**config.mk**
```make
export PLATFORM = sky130hd
export DESIGN_NAME = countdown_timer
export DESIGN_NICKNAME = d
export VERILOG_FILES = /design/src/rtl/countdown_timer.sv
export SDC_FILE = /design/constraint.sdc
export NUM_CORES = 1
export LEC_CHECK = 0
export CAP_MARGIN = 40
export CORE_ASPECT_RATIO = 2
export CORE_MARGIN = 3
export CORE_UTILIZATION = 30
export CTS_BUF_LIST = sky130_fd_sc_hd__clkbuf_2 sky130_fd_sc_hd__clkbuf_4 sky130_fd_sc_hd__clkbuf_8
export CTS_CLUSTER_DIAMETER = 30
export DETAILED_ROUTE_END_ITERATION = 12
export DONT_BUFFER_PORTS = 1
export GPL_TIMING_DRIVEN = 0
export HOLD_SLACK_MARGIN = 0.15
export PLACE_DENSITY = 0.43
export SLEW_MARGIN = 10
export SYNTH_ARGS = -nofsm -noshare
export SYNTH_HDL_FRONTEND = slang
export SYNTH_SLANG_ARGS = --single-unit
```
**constraint.sdc**
```tcl
create_clock -name clk -period 2.8 [get_ports clk]
set_input_delay 0.56 -clock clk [delete_from_list [all_inputs] [get_ports clk]]
set_output_delay 0.56 -clock clk [all_outputs]
set_load 0.1 [all_outputs]
```
**src/rtl/countdown_timer.sv**
```systemverilog
// Purpose : MM:SS countdown timer with load/start/stop/clear control and expiry pulse.
// Latency : every control input takes effect on the next clk edge; all outputs registered.
// Backpressure: none; pulses are consumed in the cycle they are seen (load > start/stop/tick).
// Optional feature: define TIMER_ALARM_EN for the latched alarm output (otherwise alarm = 0).
module countdown_timer #(
  parameter int MAX_MIN = 59
) (
  input  logic       clk,
  input  logic       rst,
  input  logic       sec_tick,
  input  logic       load,
  input  logic [5:0] load_min,
  input  logic [5:0] load_sec,
  input  logic       start,
  input  logic       stop,
  input  logic       clear,
  output logic [5:0] r_minute,
  output logic [5:0] r_second,
  output logic       running,
  output logic       done,
  output logic       alarm
);

  localparam logic [1:0] S_IDLE    = 2'd0;
  localparam logic [1:0] S_RUN     = 2'd1;
  localparam logic [1:0] S_PAUSE   = 2'd2;
  localparam logic [1:0] S_EXPIRED = 2'd3;

  localparam logic [5:0] MAX_MIN_W = 6'(MAX_MIN);
  localparam logic [5:0] MAX_SEC_W = 6'd59;

  logic [1:0] r_state;
  logic [1:0] w_state_nxt;
  logic [5:0] w_min_nxt;
  logic [5:0] w_sec_nxt;
  logic [5:0] w_min_clamp;
  logic [5:0] w_sec_clamp;
  logic       w_zero;
  logic       w_last;
  logic       w_expire;

  assign w_min_clamp = (load_min > MAX_MIN_W) ? MAX_MIN_W : load_min;
  assign w_sec_clamp = (load_sec > MAX_SEC_W) ? MAX_SEC_W : load_sec;
  assign w_zero      = (r_minute == 6'd0) && (r_second == 6'd0);
  assign w_last      = (r_minute == 6'd0) && (r_second == 6'd1);
  // Entering EXPIRED from any other state is the single expiry event.
  assign w_expire    = (w_state_nxt == S_EXPIRED) && (r_state != S_EXPIRED);

  // Next state and count; load has priority over every other control input.
  always_comb begin
    w_state_nxt = r_state;
    w_min_nxt   = r_minute;
    w_sec_nxt   = r_second;
    if (load) begin
      w_min_nxt   = w_min_clamp;
      w_sec_nxt   = w_sec_clamp;
      w_state_nxt = S_IDLE;
    end else begin
      case (r_state)
        S_IDLE, S_PAUSE: begin
          if (start) begin
            w_state_nxt = w_zero ? S_EXPIRED : S_RUN;
          end
        end
        S_RUN: begin
          if (stop) begin
            w_state_nxt = S_PAUSE;
          end else if (sec_tick && !w_zero) begin
            // Borrow from minutes when seconds are already at zero.
            if (r_second != 6'd0) begin
              w_sec_nxt = r_second - 6'd1;
            end else begin
              w_min_nxt = r_minute - 6'd1;
              w_sec_nxt = MAX_SEC_W;
            end
            if (w_last) begin
              w_state_nxt = S_EXPIRED;
            end
          end
        end
        S_EXPIRED: begin
          if (clear) begin
            w_state_nxt = S_IDLE;
          end
        end
        default: w_state_nxt = S_IDLE;
      endcase
    end
  end

  // State, count and status registers; reset wins over everything, never pulses done.
  always_ff @(posedge clk) begin
    if (rst) begin
      r_state  <= S_IDLE;
      r_minute <= 6'd0;
      r_second <= 6'd0;
      running  <= 1'b0;
      done     <= 1'b0;
    end else begin
      r_state  <= w_state_nxt;
      r_minute <= w_min_nxt;
      r_second <= w_sec_nxt;
      running  <= (w_state_nxt == S_RUN);
      done     <= w_expire;
    end
  end

`ifdef TIMER_ALARM_EN
  // Alarm latches on expiry and is dropped by load or clear (expiry wins over clear).
  always_ff @(posedge clk) begin
    if (rst) begin
      alarm <= 1'b0;
    end else if (load) begin
      alarm <= 1'b0;
    end else if (w_expire) begin
      alarm <= 1'b1;
    end else if (clear) begin
      alarm <= 1'b0;
    end
  end
`else
  assign alarm = 1'b0;
`endif

endmodule

```
---- Yosys cells after proc, flatten, opt, wreduce, memory -nomap -nowiden ----
Index checks and enable logic that the tools add are counted.
operators by class
  $add $sub $neg .......................... 2
  magnitude comparators ................... 2
  equality and inequality tests ........... 9
  muxes and demuxes ....................... 20
  reductions and logical operators ........ 14
operators by type and width
  kind                                                   count
  two-way mux 6 bit                                      12
  two-way mux 2 bit                                      7
  greater-than comparator 6 bit (second input constant)  2
  zero test 6 bit                                        2
  subtractor 6 x 1 -> 6 bit (second input constant)      2
  == test 2 bit (second input constant)                  3
  == test 6 x 1 -> 1 bit (second input constant)         1
  inequality test 2 bit (second input constant)          3
  one-hot mux 2 bit (3 select lines)                     1
  nonzero test 6 bit                                     1
  == test 2 x 1 -> 1 bit (second input constant)         2
  logical AND 1 bit                                      4
  AND reduction 4 bit                                    1
  nonzero test 2 bit                                     2
  AND reduction 3 bit                                    1
  zero test 2 bit                                        1
  OR reduction 2 bit                                     1
  zero test 1 bit                                        1
storage, ports and cells
  bits in registers ....................... 16
  input bits .............................. 19
  output and inout bits ................... 15

---- Logic depth before layout (Yosys ltp) ----
Gate-level depths: netlist of run 1.
  depth after elaboration ................. 10
  depth in mapped cells ................... 7
  gate-level depth less buffers ........... 6

---- Least setup slack after synthesis of run 1 ----
No wires, ideal clock.
  path kind ............................... reg2reg
  start point ............................. register r_minute[0]
  end point ............................... register r_minute[5]
  setup time .............................. 91 ps
  arrival ................................. 2794 ps
  required time ........................... 2709 ps
  path slack .............................. -84 ps
  cell stages (with the launch flop) ...... 8
  path buffers ............................ 1
  period minus slack after synthesis ...... 2884 ps
  cells stage by stage .................... dfxtp_1 -> inv_1 -> ha_1 -> nor3b_1 -> a2111o_1 -> buf_6 -> or4_1 -> a311oi_1
on the way
  longest elaborated chain between the ends .. 6
  elaborated cells on any way between the ends .. 12
  those cells by class .................... 1 x add/sub; 5 x mux; 6 x reduce/logical
RTL lines
  element                                                       RTL line  source
  start: declaration                                            17        output logic [5:0] r_minute,
  start signal: assignment                                      101       r_minute <= w_min_nxt;
  subtractor 6 x 1 -> 6 bit or zero test 6 bit (tied branches)  73, 44
  two-way mux 6 bit or logical AND 1 bit (tied branches)        70, 44
  two-way mux 6 bit or zero test 1 bit (tied branches)          68        end else if (sec_tick && !w_zero) begin
  two-way mux 6 bit or logical AND 1 bit (tied branches)        66, 68
  two-way mux 6 bit or nonzero test 2 bit (tied branches)       n/a
  two-way mux 6 bit or AND reduction 4 bit (tied branches)      n/a
Parallel ways exist; a longest one is shown, timed or not. The select of a mux whose other input is x is not followed.
A chain may end at the register's enable or synchronous reset.

---- Final worst setup path of run 1 ----
  start point ............................. register r_minute[1]
  end point ............................... register r_minute[5]
The elaborated chain is that of the path after synthesis.

==> summary.txt, run 1 <==
CTS
  – Clock sink count: 16
  – Num CTS Buffers: 3
  – Insertion delay to the later sink of the worst-skew pair: 240 ps
  – Post-CTS Hold Fix Bufs: 0
  – Root Buffer: clkbuf_8
  – # resized after CTS: 0
  – CTS clock-pin slew for the worst setup and hold paths: approximately 60 ps
  – Post-CTS Setup Inserts: 0
  – H-tree Lvls: 1
  – CTS max path bufs: 2
  – CTS tree: built

Die
  – Io pins: 34
  – Chip Width: ~48 µm
  – Die area: ~0.0044 mm²
  – Row count: 30
  – Core area: about 0.0034 mm²
  – Die Y: around 90 µm
  – Initial Utilization: 0.3128

Global routing
  – Vias in the first global route: 1081
  – Largest net degree at the start of global routing: 11
  – First-pass GRT wire length: 5195 µm
  – Global Route Usage Sum: 0.1614
  – Grt ovf: 0
  – Initial antenna violation count: 0

Logic synthesis
  – FFs w/ async S/R, synth: 0
  – Ranking of synthesized cells by area: dfxtp_1 (30%), ha_1 (4.7%), inv_1 (3.5%)
  – Post-synthesis cell type count: 50
  – Synth area leader: dfxtp_1
  – EDFF count, synth: 0
  – Mean Syn Cell Area: 8.480 µm²
  – Top_reg_cell synth: dfxtp_1
  – Yosys top cell area share: 0.2998
  – Cell Area, Synth: around 0.0011 mm²
  – Count leader, synth: dfxtp_1
  – Post-Syn Nets: roughly 150
  – Seq/Total Area, Yosys: 0.2998
  – Cells after synthesis: between 100 and 150
  – Post-synth top cells: dfxtp_1 (16), inv_1 (10), nand2_1 (9), nor2_1 (7), o21ai_0 (6)
  – #FFs+latches synth: 16
  – Synth warn: 0

Detailed routing
  – Via count: between 1000 and 1500
  – First-pass iteration count of the detailed router: 4
  – Aggregate routed wire length: 3154 µm
  – Vias/cell: approximately 5.6
  – Drt first-iter violations: 14
  – DRT antenna net count: 0
  – Wire length per cell: 16.60 µm
  – Residual DRC: 0

Power
  – P per Cell Area: between 500 and 600 mW/mm²
  – Peak VDD IR: 0.0002538 V
  – Leak: between 0.5 and 0.6 nW
  – Combinational power share: 0.351
  – Cell-internal power: 422.1 µW
  – Overall power: slightly above 700 µW
  – Clock power frac: 0.248
  – Switching share of power: 0.4002
  – Sequential share of power: 0.401
  – Psw: about 280 µW

Placement
  – Gpl congestion: around 0.76
  – Placed insts: ~190
  – Port Buffers: 0
  – Hpwl dp: ~2600 µm
  – Pre-CTS setup slack: about 150 ps

STA
  – RSZ-0062 raised after global routing: no
  – Fmax: around 380 MHz
  – Tcrit/Tclk final: 0.9462
  – Fin worst setup slack: roughly 150 ps
  – Final hold slack: 377.3 ps
  – Slew @ Worst Pin: approximately 550 ps
  – Slew Viols, Final: 0
  – Count of final hold-check violations: 0
  – Final min period: about 2600 ps
  – Final setup fails: 0
  – Clock Skews: slightly below 0.9 ps
  – Max_slew headroom: 0.6347

Setup path
  – CP Max Fanout: 9
  – R2R Setup Slk: between 150 and 200 ps
  – CP max-delay cell: dfxtp_2
  – CP required: ~3000 ps
  – Crit start category: flip-flop
  – Reg2reg path depth: 7
  – Buf/Inv on CP: 2
  – Max stage delay on crit path: 660 ps
  – Critical-path cell list: inv_1 -> ha_1 -> nor3b_1 -> a2111o_1 -> buf_6 -> or4_1 -> a311oi_1
  – Type of the worst setup path: flip-flop to flip-flop
  – Reg-to-Reg Start: r_minute[1]
  – Worst R2R End: r_minute[5]
  – Critical path endpoint category: flip-flop
  – Critical Path AT: roughly 2800 ps
  – Crit path max-delay family: simple AND/OR/NAND/NOR gates

Final layout
  – Non-Filler Instances: 190
  – N_diodes: 0
  – Nets: 167
  – Filler cells: around 360
  – Final core occ: 0.3989
  – Synthesis-to-finish area growth: 27.52%
  – Layout cells sized above 1: 0.1901

Status
  – Status: finished, final reports clean

Flow run
  – MaxCap Viol Count: 0

Worst hold path
  – Hold Crit Start: rst
  – Hold EP: r_second[1]
  – Worst Hold Depth: 1
  – Hold Crit Class: primary input to flip-flop
[registers in the layout, summed over array words and instances (netlist names)]
register	count
r_state	2
r_second	6
running	1
r_minute	6
done	1
[metal layers]
metal / global-route usage / part of all wire / vias to the layer above
li1: - / - / 528
met1: 0.1687 / 0.37 / 500
met2: 0.2751 / 0.56 / 32
met3: 0.03992 / 0.050 / 6
met4: 0.07416 / 0.028 / 0
met5: 0 / 0 / -
[through the flow]
stage | TNS (ps) | cell area [µm²]
finish | 0 | 1363
global placement | -38.19 | 1131
detailed placement | 0 | 1321
floorplan | 0 | 1071
CTS | 0 | 1363
global route | 0 | 1363
[how the worst max path moves through the flow]
stage                      from           to  depth (start not counted)
global route        r_minute[1]  r_minute[5]                          7
finish              r_minute[1]  r_minute[5]                          7
floorplan           r_second[3]  r_minute[5]                          5
CTS                 r_minute[1]  r_minute[5]                          7
global placement    r_second[3]  r_minute[5]                          5
detailed placement  r_minute[0]  r_minute[5]                          7
[layout by cell type (no fill, tap or decap), types with 2 or more instances in the layout]
cell type,n
a211oi_1,2
a21oi_1,4
a31oi_1,2
a41o_1,2
and3_1,2
and4_1,2
buf_8,12
clkbuf_1,3
clkbuf_8,3
dfxtp_1,14
dfxtp_2,2
ha_1,4
inv_1,10
nand2_1,9
nand3_1,2
nand3b_1,3
nand4_1,3
nor2_1,7
nor3_1,3
nor3b_1,2
nor4_1,3
o2111a_1,2
o2111ai_1,2
o211a_1,3
o21a_1,2
o21ai_0,6
o31a_2,3
o41ai_1,3
or3_1,2
[kinds of logic after synthesis]
kind of cell    share of synthesized area
simple gates                       0.2588
compound gates                     0.3103
xor+xnor                         0.008198
fa+ha+maj                         0.04684
mux                              0.009368
flops                              0.2998
other cells                      0.003510
buf+inv                           0.06324
[power groups by stage]
stage | Clock (mW) | Combinational [mW] | Sequential [mW]
floorplan | 0 | 0.0981 | 0.364
global placement | 0 | 0.123 | 0.371
detailed placement | 0 | 0.247 | 0.288
CTS | 0.180 | 0.248 | 0.282
global route | 0.188 | 0.264 | 0.285
finish | 0.175 | 0.247 | 0.282
[final cells by class]
class,instances,area (µm²),share of cell area
tap,48,60.06,0.04408
multi-input combinational,95,680.7,0.4995
clock buffer,3,41.29,0.03030
timing repair buffer,13,190.2,0.1396
sequential,16,322.8,0.2369
buffer,5,30.03,0.02204
inverter,10,37.54,0.02755
No activity file was read; power rests on OpenSTA's default activity.
==> run 2, diff against run 1 <==
--- a/config.mk
+++ b/config.mk
@@ -6,7 +6,6 @@
 export NUM_CORES = 1
 export LEC_CHECK = 0
 export CAP_MARGIN = 40
-export CORE_ASPECT_RATIO = 2
 export CORE_MARGIN = 3
 export CORE_UTILIZATION = 30
 export CTS_BUF_LIST = sky130_fd_sc_hd__clkbuf_2 sky130_fd_sc_hd__clkbuf_4 sky130_fd_sc_hd__clkbuf_8
==> run 2 against run 1 <==
  * Sequential power about the same
  * Register-to-register slack worse by 20 ps
  * Combinational power about the same
  * Global-route usage is 2.0 points lower
  * Sequential cell count is the same
  * Die area is 1.0% lower
  * Clock-buffer cell count rose by 1
  * Critical path depth stayed put
  * Critical path type unchanged
  * Sequential share of layout area grew 0.087 points
==> summary.txt, run 2 (same netlist as run 1, synthesis figures left out) <==
Detailed routing
  – DRT antenna net count: 0
  – Drt first-iter violations: 41
  – Via count: between 1000 and 1500
  – Wire length per cell: about 15 µm
  – Vias/cell: ~5.5
  – Residual DRC: 0
  – Aggregate routed wire length: around 2900 µm
  – First-pass iteration count of the detailed router: 4

STA
  – RSZ-0062 raised after global routing: no
  – Max_slew headroom: 0.4207
  – Slew Viols, Final: 0
  – Tcrit/Tclk final: 0.9529
  – Slew @ Worst Pin: 861.0 ps
  – Fmax: roughly 370 MHz
  – Clock Skews: 0.5337 ps
  – Final setup fails: 0
  – Count of final hold-check violations: 0
  – Final min period: 2668 ps
  – Fin worst setup slack: 131.9 ps

Final layout
  – Design area: 0.001358 mm²
  – Biggest regs: r_minute (6), r_second (6), r_state (2)
  – Commonest non-fill, non-tap cell in the layout: dfxtp_1
  – Nets: between 150 and 200
  – Non-Filler Instances: 188
  – Layout cells sized above 1: 0.1901
  – N_diodes: 0
  – Most frequent cells in the layout: dfxtp_1 (14), buf_8 (11), inv_1 (10)
  – Synthesis-to-finish area growth: 27.05%

Die
  – Row count: 21
  – Core area: approximately 0.0034 mm²
  – Die Y: 65.68 µm
  – Io pins: 34
  – Die area: 0.004314 mm²
  – Chip Width: roughly 66 µm
  – Initial Utilization: 0.3152

Setup path
  – Crit. Startpoint: r_minute[0]
  – CP required: between 3000 and 4000 ps
  – Crit start category: flip-flop
  – Reg-to-Reg Start: r_minute[0]
  – Type of the worst setup path: flip-flop to flip-flop
  – Critical path endpoint category: flip-flop
  – Critical Path AT: between 2000 and 3000 ps
  – CP Max Fanout: 9
  – R2R Setup Slk: 130 ps

Status
  – Status: finished, final reports clean

CTS
  – CTS clock-pin slew for the worst setup and hold paths: 110 ps
  – Num CTS Buffers: 3
  – Post-CTS Setup Inserts: 0
  – # resized after CTS: 0
  – H-tree Lvls: 1
  – Clock sink count: 16
  – Root Buffer: clkbuf_4
  – CTS tree: built
  – Post-CTS Hold Fix Bufs: 0
  – CTS max path bufs: 2
  – Insertion delay to the later sink of the worst-skew pair: a little under 300 ps

Placement
  – Hpwl dp: around 2300 µm
  – Placed insts: ~180
  – Placed Area: roughly 0.0013 mm²
  – Port Buffers: 0
  – Gpl congestion: between 0.7 and 0.8
  – Pre-CTS setup slack: around 150 ps

Global routing
  – M2 GR Usage: 0.2240
  – Global Route Usage Sum: 0.1413
  – Gr busiest metal: met2
  – First-pass GRT wire length: 4754 µm
  – Routing usage on met1: 0.1851
  – M3 GR Usage: 0.03590
  – Vias in the first global route: ~1100
  – Initial antenna violation count: 0
  – Grt ovf: 0
  – Largest net degree at the start of global routing: 11

Flow run
  – MaxCap Viol Count: 0

Power
  – Peak VDD IR: about 0.0002 V
  – Leak: between 0.5 and 0.6 nW
  – P per Cell Area: about 510 mW/mm²

Worst hold path
  – Hold Crit Start: rst
  – Hold Crit Class: primary input to flip-flop
[run 2: cell types whose count changed in the layout (fill, tap and decap cells not counted)]
| cell | change |
|---|---|
| buf_8 | -1 |
| clkbuf_8 | -2 |
| clkdlybuf4s18_2 | -1 |
| buf_16 | +1 |
| clkbuf_4 | +3 |
[run 2: layout make-up]
class	instances	area, µm²
Buffer	5	30.03
Timing Repair Buffer	12	192.7
Fill cell	335	2032
Tap cell	46	57.56
Sequential cell	16	322.8
Multi-Input combinational cell	95	680.7
Inverter	10	37.54
Clock buffer	4	36.28
[run 2: worst paths after layout]
path,endpoint,cells past startpoint
min,r_second[1],1
max reg2reg,r_minute[5],7
max,r_minute[5],7
min reg2reg,r_state[0],2
[run 2: stage by stage]
| step | hold WS [ps] | power, mW | utilization | TNS (ps) |
|---|---|---|---|---|
| floorplan | 498.7 | 0.4618 | - | 0 |
| global placement | 534.2 | 0.4905 | 0.3330 | -14.58 |
| detailed placement | 547.5 | 0.5310 | 0.3898 | 0 |
| CTS | 305.0 | 0.6953 | 0.4005 | 0 |
| global route | 294.4 | 0.7258 | 0.4005 | 0 |
| finish | 318.4 | 0.6895 | 0.4005 | 0 |
[run 2: power breakdown]
group | internal, mW | switching (mW)
registers | 0.243 | 0.0392
clock network | 0.0792 | 0.0840
logic | 0.0828 | 0.161
total | 0.405 | 0.284
[run 2: worst max-delay path: stages, from the launching register on]
cell and delay [ps]:
dfxtp_2 690, inv_1 130, ha_1 250, nor3b_1 200, a2111o_1 400, buf_6 140, or4_1 500, a311oi_1 270
[run 2: per-layer routing]
metal	part of all wire	up-vias
met5	0	-
li1	-	528
met2	0.45	30
met1	0.49	469
met4	0.0056	0
met3	0.055	2
==> patch: new RTL, settings of run 1 <==
Build with the macro `TIMER_ALARM_EN` defined.
--- a/src/rtl/countdown_timer.sv
+++ b/src/rtl/countdown_timer.sv
@@ -2,6 +2,8 @@
 // Latency : every control input takes effect on the next clk edge; all outputs registered.
 // Backpressure: none; pulses are consumed in the cycle they are seen (load > start/stop/tick).
 // Optional feature: define TIMER_ALARM_EN for the latched alarm output (otherwise alarm = 0).
+`define TIMER_ALARM_EN
+
 module countdown_timer #(
   parameter int MAX_MIN = 59
 ) (
Behaviour: not the same (a bounded check fails within 4 cycles, from zero or initial values and one cycle with rst high).
==> patch against run 1 <==
Global-route usage down 0.55 points. Die area increased by 5.0%. Cell area is 7.3% higher. Synthesized area increased by 5.5%. Sequential cell count is 1 higher. Total power grew 8.5%. Combinational power rose by 14%. Via count grew 5.8%. Wire length is 3.9% higher. Critical path depth down 1. Worst setup slack improved by 0.43 ns. Highest routed layer unchanged.
==> patch: results (changes against run 1) <==
DP Area 1410 um^2 (+6.9%); Compound-Gate Fraction of Synth Area 28.5% (-2.5 points); H-tree depth 1 (unchanged); initial antenna violation count 0 (unchanged); Yosys warning total 0 (unchanged); WP data arrival 2.38 ns (-0.43 ns); Synth area leaders dfxtp_1 30%, ha_1 4.4%, a311oi_1 3.9%, a21oi_1 3.6%, nor2_1 3.3%; Fmax 0.451 GHz (+20%); dpl hpwl 2650 um (+3.1%); Root Buffer clkbuf_8; top cells by count, synth 17 x dfxtp_1, 10 x nor2_1, 8 x a21oi_1, 8 x inv_1, 6 x nand2_1; Synth Area in Adders 4.44% (-0.24 points); total CTS buffers 3 (unchanged); IO Port Bufs 0 (unchanged); GRT Total Usage 15.6% (-0.55 points); hold crit path type in2reg; Total Routed Length 3280 um (+3.9%); status complete, no violations; Leakage 0.520 nW (-2.9%); Initial DRC Count 15 (+1); slowest CP cell nor3b_1; clk buf depth 2 (unchanged); fillers 356 (-0.84%); Slew HR 63.0% (-0.47 points); pin count of the biggest net entering global routing 11 (unchanged); Final Skew 0.00315 ns (+0.00227 ns); global-route wire length before repair 5550 um (+6.9%); Int Pwr 460 uW (+8.9%); synth unique cells 51 (+2.0%); via/cell ratio 5.73 (+2.1%); routed len/inst 16.6 um (+0.21%); layout cells sized above 1 19.5% (+0.45 points); clk slew on worst S/H paths 0.07 ns; xor/xnor share of the synthesized area 0.777% (-0.043 points); post-synthesis net count 153 (+2.7%); slowest stage delay, CP 0.49 ns (-0.17 ns); clk_lat worst skew 0.25 ns; final net count 173 (+3.6%); vias in the first global route 1197 (+11%); synthesized area per cell 8.67 um^2 (+2.3%); Worst path top cell family by delay simple AND/OR/NAND/NOR gates; post-CTS sizing 0 (unchanged); asr flop ratio synth 0% (unchanged); mux cell area share after synthesis 1.78% (+0.84 points); Post-CTS Setup Bufs 0 (unchanged); worst hold slack 0.473 ns (+0.0954 ns); sequential element share of the synthesized area 30.2% (+0.21 points); DP Cell Count 193 (+3.2%); post-route ant nets 0 (unchanged); crit path max fanout 8 (-1); Worst VDD drop 0.000245 V (-3.5%); pre-CTS setup slack 0.598 ns (+0.446 ns); Reg2Reg Setup Slack 0.58 ns (+0.43 ns); ant diodes 0 (unchanged); 1st-pass router iterations 4 (unchanged); RD Place Congestion 0.837 (+11%); top flop regs r_minute: 6 flops, r_second: 6 flops, r_state: 2 flops
patch: changes by cell type after synthesis, moves of 3 or more:
| cell | run 1 | this run |
|---|---|---|
| o211a_1 | 3 | 0 |
| a21oi_1 | 4 | 8 |
| o21ai_0 | 6 | 3 |
| a311oi_1 | 1 | 5 |
| nand2_1 | 9 | 6 |
| o31a_2 | 3 | 0 |
| nor2_1 | 7 | 10 |
patch: worst register-to-register path, stage by stage (launching register included):
cell and delay [ns]:
dfxtp_1 0.35, inv_1 0.09, ha_1 0.19, nor3b_1 0.49, nand4_1 0.44, and4_1 0.36, nor4_1 0.19
patch: metal layers:
metal  routed length, um  vias to the layer above  track usage (%)
met5                   0                        -                0
met4                 114                        0             7.36
met3                 109                       12             1.93
met2                1830                       37             29.5
met1                1220                      523             16.3
li1                    -                      556                -
patch: cell type report:
class / count / area, um^2 / area share (%)
plain buffers: 5 / 18.8 / 1.28
clock buffers: 4 / 48.8 / 3.34
inverters: 9 / 33.8 / 2.31
multi-input cells: 99 / 734 / 50.3
flip-flops and latches: 17 / 340 / 23.3
well taps: 48 / 60.1 / 4.11
repair buffers: 15 / 225 / 15.4
patch: path summary, 6_finish.rpt:
kind                             startpoint     endpoint  cells after the start
worst min-delay path            load_min[3]  r_minute[3]                      2
worst max register to register  r_minute[0]  r_second[0]                      6
worst min register to register  r_minute[3]  r_minute[3]                      2
worst max-delay path            r_minute[0]  r_second[0]                      6
patch: power by group through the flow:
stage,clock network [mW],registers [mW],logic (mW)
2_1_floorplan,0,0.387,0.109
3_3_place_gp,0,0.396,0.134
3_5_place_dp,0,0.293,0.283
4_1_cts,0.202,0.288,0.284
5_1_grt,0.215,0.291,0.301
6_report,0.194,0.288,0.281
